--- src/rtl/regfile_bypass_n_pkg.sv ---
// Shared constants and forwarding-bus field helpers for the bypassing register file.
// Bus offsets are computed here instead of hand-packing fixed-width {we,waddr,data} words.
package regfile_bypass_n_pkg;

  localparam int unsigned BYTE_W   = 8;
  localparam int unsigned ZERO_REG = 0;

  function automatic int unsigned byte_lanes(input int unsigned dw);
    return dw / BYTE_W;
  endfunction

  function automatic int unsigned fwd_addr_lsb(input int unsigned k, input int unsigned aw);
    return k * aw;
  endfunction

  function automatic int unsigned fwd_strb_lsb(input int unsigned k, input int unsigned nb);
    return k * nb;
  endfunction

  function automatic int unsigned fwd_data_lsb(input int unsigned k, input int unsigned dw);
    return k * dw;
  endfunction

endpackage

--- src/rtl/regfile_byte_sel.sv ---
// Resolves one byte lane of one read port: the lowest-index hitting source wins,
// otherwise the array byte; the zero register always reads 0.
module regfile_byte_sel
  import regfile_bypass_n_pkg::*;
#(
  parameter int unsigned NSRC = 4
) (
  input  logic [NSRC-1:0]        i_hit,
  input  logic [NSRC*BYTE_W-1:0] i_src,
  input  logic [BYTE_W-1:0]      i_arr,
  input  logic                   i_zero,
  output logic [BYTE_W-1:0]      o_byte
);

  logic w_found;

  always_comb begin
    o_byte  = i_arr;
    w_found = 1'b0;
    for (int unsigned k = 0; k < NSRC; k++) begin
      if (!w_found && i_hit[k]) begin
        o_byte  = i_src[k*BYTE_W +: BYTE_W];
        w_found = 1'b1;
      end
    end
    if (i_zero) o_byte = '0;
  end

endmodule

--- src/rtl/regfile_bypass_n.sv ---
// ID-stage register file with byte-strobed writes, per-byte forwarding from
// NUM_FWD pipeline stages plus WB, load-use stall detection and a stall counter.
module regfile_bypass_n
  import regfile_bypass_n_pkg::*;
#(
  parameter int unsigned DATA_W  = 32,
  parameter int unsigned ADDR_W  = 5,
  parameter int unsigned NUM_RD  = 2,
  parameter int unsigned NUM_FWD = 3,
  parameter int unsigned CNT_W   = 32
) (
  input  logic                           clk,
  input  logic                           resetn,
  input  logic [NUM_RD-1:0]              rd_en,
  input  logic [NUM_RD*ADDR_W-1:0]       raddr,
  output logic [NUM_RD*DATA_W-1:0]       rdata,
  input  logic [NUM_FWD-1:0]             fwd_we,
  input  logic [NUM_FWD*ADDR_W-1:0]      fwd_waddr,
  input  logic [NUM_FWD*(DATA_W/8)-1:0]  fwd_wstrb,
  input  logic [NUM_FWD*DATA_W-1:0]      fwd_wdata,
  input  logic [NUM_FWD-1:0]             fwd_pend,
  input  logic                           we,
  input  logic [ADDR_W-1:0]              waddr,
  input  logic [DATA_W/8-1:0]            wstrb,
  input  logic [DATA_W-1:0]              wdata,
  output logic                           stall,
  output logic [CNT_W-1:0]               stall_cnt
);

  localparam int unsigned NB    = byte_lanes(DATA_W);
  localparam int unsigned NSRC  = NUM_FWD + 1;
  localparam int unsigned DEPTH = 2**ADDR_W;

  logic [DATA_W-1:0] r_mem [DEPTH];
  logic [CNT_W-1:0]  r_stall_cnt;
  logic              w_stall;

  always_ff @(posedge clk or negedge resetn) begin
    if (!resetn) begin
      for (int unsigned e = 0; e < DEPTH; e++) r_mem[e] <= '0;
    end else if (we && (waddr != ADDR_W'(ZERO_REG))) begin
      for (int unsigned b = 0; b < NB; b++) begin
        if (wstrb[b]) r_mem[waddr][b*BYTE_W +: BYTE_W] <= wdata[b*BYTE_W +: BYTE_W];
      end
    end
  end

  // Source order per lane: stages 0..NUM_FWD-1 (youngest first), then WB last.
  for (genvar i = 0; i < NUM_RD; i++) begin : g_rd
    logic [ADDR_W-1:0] w_raddr;
    logic              w_rzero;
    logic [DATA_W-1:0] w_arr;

    assign w_raddr = raddr[i*ADDR_W +: ADDR_W];
    assign w_rzero = (w_raddr == ADDR_W'(ZERO_REG));
    assign w_arr   = r_mem[w_raddr];

    for (genvar b = 0; b < NB; b++) begin : g_byte
      logic [NSRC-1:0]        w_hit;
      logic [NSRC*BYTE_W-1:0] w_src;

      for (genvar k = 0; k < NUM_FWD; k++) begin : g_src
        assign w_hit[k] = fwd_we[k]
                       && (fwd_waddr[fwd_addr_lsb(k, ADDR_W) +: ADDR_W] == w_raddr)
                       && fwd_wstrb[fwd_strb_lsb(k, NB) + b];
        assign w_src[k*BYTE_W +: BYTE_W] =
          fwd_wdata[fwd_data_lsb(k, DATA_W) + b*BYTE_W +: BYTE_W];
      end

      assign w_hit[NUM_FWD] = we && (waddr == w_raddr) && wstrb[b];
      assign w_src[NUM_FWD*BYTE_W +: BYTE_W] = wdata[b*BYTE_W +: BYTE_W];

      regfile_byte_sel #(.NSRC(NSRC)) u_sel (
        .i_hit  (w_hit),
        .i_src  (w_src),
        .i_arr  (w_arr[b*BYTE_W +: BYTE_W]),
        .i_zero (w_rzero),
        .o_byte (rdata[i*DATA_W + b*BYTE_W +: BYTE_W])
      );
    end
  end

  // Any pending stage hit stalls, even when a younger stage already covers the word.
  always_comb begin
    w_stall = 1'b0;
    for (int unsigned i = 0; i < NUM_RD; i++) begin
      for (int unsigned k = 0; k < NUM_FWD; k++) begin
        if (rd_en[i] && (raddr[i*ADDR_W +: ADDR_W] != ADDR_W'(ZERO_REG))
            && fwd_we[k] && fwd_pend[k]
            && (fwd_waddr[fwd_addr_lsb(k, ADDR_W) +: ADDR_W] == raddr[i*ADDR_W +: ADDR_W])
            && (|fwd_wstrb[fwd_strb_lsb(k, NB) +: NB])) begin
          w_stall = 1'b1;
        end
      end
    end
  end

  always_ff @(posedge clk or negedge resetn) begin
    if (!resetn) begin
      r_stall_cnt <= '0;
    end else if (w_stall && (r_stall_cnt != '1)) begin
      r_stall_cnt <= r_stall_cnt + CNT_W'(1);
    end
  end

  assign stall     = w_stall;
  assign stall_cnt = r_stall_cnt;

endmodule

--- config.mk ---
export PLATFORM = sky130hd
export DESIGN_NAME = regfile_bypass_n
export DESIGN_NICKNAME = d
export VERILOG_FILES = /design/src/rtl/regfile_bypass_n_pkg.sv /design/src/rtl/regfile_byte_sel.sv /design/src/rtl/regfile_bypass_n.sv
export SDC_FILE = /design/constraint.sdc
export NUM_CORES = 2
export LEC_CHECK = 0
export BUFFER_PORTS_ARGS = -buffer_cell sky130_fd_sc_hd__buf_4
export CAP_MARGIN = 20
export CELL_PAD_IN_SITES_DETAIL_PLACEMENT = 0
export CELL_PAD_IN_SITES_GLOBAL_PLACEMENT = 2
export CORE_MARGIN = 4
export CORE_UTILIZATION = 47
export DETAILED_ROUTE_END_ITERATION = 7
export GPL_ROUTABILITY_DRIVEN = 0
export GPL_TIMING_DRIVEN = 0
export MAX_ROUTING_LAYER = met4
export PLACE_DENSITY_LB_ADDON = 0.15
export SKIP_LAST_GASP = 1
export SLEW_MARGIN = 20
export SYNTH_ARGS = -nofsm -noshare
export SYNTH_HDL_FRONTEND = slang
export SYNTH_SLANG_ARGS = --single-unit
--- constraint.sdc ---
create_clock -name clk -period 3.65 [get_ports clk]
set_input_delay 0.365 -clock clk [delete_from_list [all_inputs] [get_ports clk]]
set_output_delay 0.365 -clock clk [all_outputs]
set_load 0.005 [all_outputs]
==> results.json <==
{
  "status": "finished, violations left",
  "violations": "negative setup slack",
  "num_vias": 51400,
  "grt_overflow": 0,
  "syn_to_final_growth_pct": 17.7,
  "p_per_area_mw_per_mm2": 475,
  "yosysSeqAreaShare_pct": 43.7,
  "crit_fanout": 10,
  "reg2reg_depth": 7,
  "die_w_um": 367,
  "initial_core_util_pct": 47.3,
  "via_per_inst": 7.14,
  "setup_tns_ns": -2.83,
  "max-vdd-ir-drop_uv": 460,
  "fin_hold_ws_ns": 0.190,
  "numClockSinks": 1056,
  "crit_type": "input port to primary output",
  "cap_violations": 0,
  "skew_ns": 0.00641,
  "cts_buffers": 118,
  "cp_data_required_time_ns": 3.28,
  "grtUsageTotal_pct": 45.5,
  "cts_htree_levels": 3,
  "fin_ws_ns": -0.217,
  "grt_pass1_wl_um": 412000,
  "ys_ff_latch": 1056,
  "layout.nets": 5590,
  "cts_tree": "built",
  "min_period_ns": 3.87,
  "grt_max_degree": 148,
  "wl_per_cell_um": 42.3,
  "slew_violations": 0,
  "pin_count": 282,
  "finalCritPeriodShare_pct": 106,
  "die_h_um": 367,
  "hold_path.class": "input port to async pin",
  "clock.fmax_mhz": 259,
  "layout-drive-gt1-share_pct": 40.0,
  "layout_commonest_cell": "dfrtp_1",
  "ant_nets": 0,
  "coreArea_mm2": 0.128,
  "synth_area_mm2": 0.0605,
  "r2r_slack_ns": 0.84,
  "drc": 0,
  "tightestPinTransition_ns": 1.29,
  "synthArstFlopShare_pct": 100,
  "r2r-start": "stall_cnt[12]$_DFFE_PN0P_",
  "ys.flop_type": "dfrtp_1",
  "grt_pass1_vias": 49900,
  "fin_util_pct": 55.7,
  "power_uw": 33800,
  "io_buffers": 273,
  "slew_headroom_pct": 13.8,
  "reg2reg_to": "stall_cnt[7]$_DFFE_PN0P_",
  "startpoint_type": "input port",
  "post-dp-hpwl_um": 221000,
  "place_ws_ns": -1.64,
  "setup_viol": 42,
  "nFillCells": 11000,
  "synth_cells": 4951,
  "cts.clk_slew.worst_paths_ns": 0.06,
  "synth.distinct_cells": 73,
  "wl_um": 305000,
  "finalHoldViolCount": 0,
  "synth-warning-count": 0,
  "clk_latency_ns": 0.79,
  "layout_common_cells": "1056 x dfrtp_1, 1054 x mux2_2, 423 x mux2i_1, 333 x buf_4, 271 x mux4_2",
  "cts_buffer_depth": 3,
  "first_pass_iters": 6,
  "syn_nets": 5137,
  "crit_path_start": "raddr[5]",
  "rsz0062_at_grt": "yes",
  "antenna_found_initial": 27,
  "fp.dieArea_mm2": 0.134,
  "num_rows": 131,
  "avgSynthCellArea_um2": 12.2,
  "drtIter0Drc": 7961,
  "cts-root-buf": "clkbuf_16",
  "synth_edf_count": 0,
  "endpoint_kind": "primary output",
  "p_leak_uw": 0.0317,
  "critPathArrivalTime_ns": 3.50
}
## registers in the layout (all words and copies together), names as in the netlist
register and count:
r_mem 1024, stall_cnt 32
## critical path: stages
cell	delay, ns
buf_4	0.33
buf_6	0.29
buf_6	0.30
buf_6	0.30
mux2_2	0.38
o221ai_1	0.49
nand4_1	0.17
nor3_1	0.38
o22a_1	0.20
nor2_1	0.06
buf_4	0.19
## synth_stat cells, drive strengths merged (52+ instances only)
library cell / number / share of area, %
a21oi: 143 / 1.2
a22oi: 165 / 2.0
buf: 153 / 1.3
clkbuf: 274 / 1.7
dfrtp: 1056 / 44
mux2: 1054 / 20
mux2i: 423 / 7.0
mux4: 271 / 10
nand2: 272 / 1.7
nand3: 221 / 1.8
nand4: 95 / 1.0
nor2: 206 / 1.3
nor3: 57 / 0.50
o211ai: 52 / 0.65
o21ai: 83 / 0.69
## layer usage
metal	global-route usage (%)	share of wire (%)	vias to the layer above	wire [um]
met2	61.1	41	3917	124000
met1	56.5	37	26500	113000
met3	17.7	14	1176	41500
met5	-	0	-	0
met4	30.7	8.7	0	26500
li1	-	-	19800	-
## stage by stage
step	cell area [um^2]	cells
4_1_cts	70800	7161
5_1_grt	71200	7187
2_1_floorplan	60500	4951
6_report	71200	7199
3_5_place_dp	65300	6908
3_3_place_gp	64600	6886
## where the power goes
group          internal, uW  total (uW)  switching (uW)
sequential            13200       14400            1160
clock                  7080       12400            5340
combinational          3200        7050            3850
## timing repair
item | in CTS | in global routing
endpoints found under the setup margin | 65 | 60
buffers inserted | 7 | 5
hold endpoints to repair | 137 | 0
pin swaps | 8 | 5
hold buffers | 33 | 0
resized for setup | 354 | 103
## worst max path at each step
| stage | to | slack, ns | cells after the start |
|---|---|---|---|
| global placement | r_mem[324]$_DFFE_PN0P_ | -10.88 | 1 |
| CTS | rdata[14] | -0.05 | 12 |
| detailed placement | rdata[14] | -1.64 | 10 |
| finish | rdata[47] | -0.22 | 11 |
| floorplan | rdata[63] | 0.99 | 11 |
| global route | rdata[56] | -0.06 | 12 |
## cells by family (layout without fill, tap and decap cells)
family	after synthesis	after routing	synth area share [%]
other cells	0	36	0
buf+inv	449	999	3.17
simple gates	980	980	7.81
flops	1056	1056	43.7
mux	1748	1748	36.7
xor+xnor	70	70	1.08
fa+ha+maj	1	1	0.0207
compound gates	647	647	7.47
## layout make-up
type                            count  area [um^2]  area share [%]
Antenna cell                       36         90.1           0.127
Buffer                            420         2770            3.90
Clock buffer                      174         3450            4.84
Clock inverter                     43          495           0.696
Inverter                           22         86.3           0.121
Multi-Input combinational cell   3446        32800            46.0
Sequential cell                  1056        26400            37.1
Tap cell                         1662         2080            2.92
Timing Repair Buffer              340         3010            4.23
(Power assumes the default switching activity.)
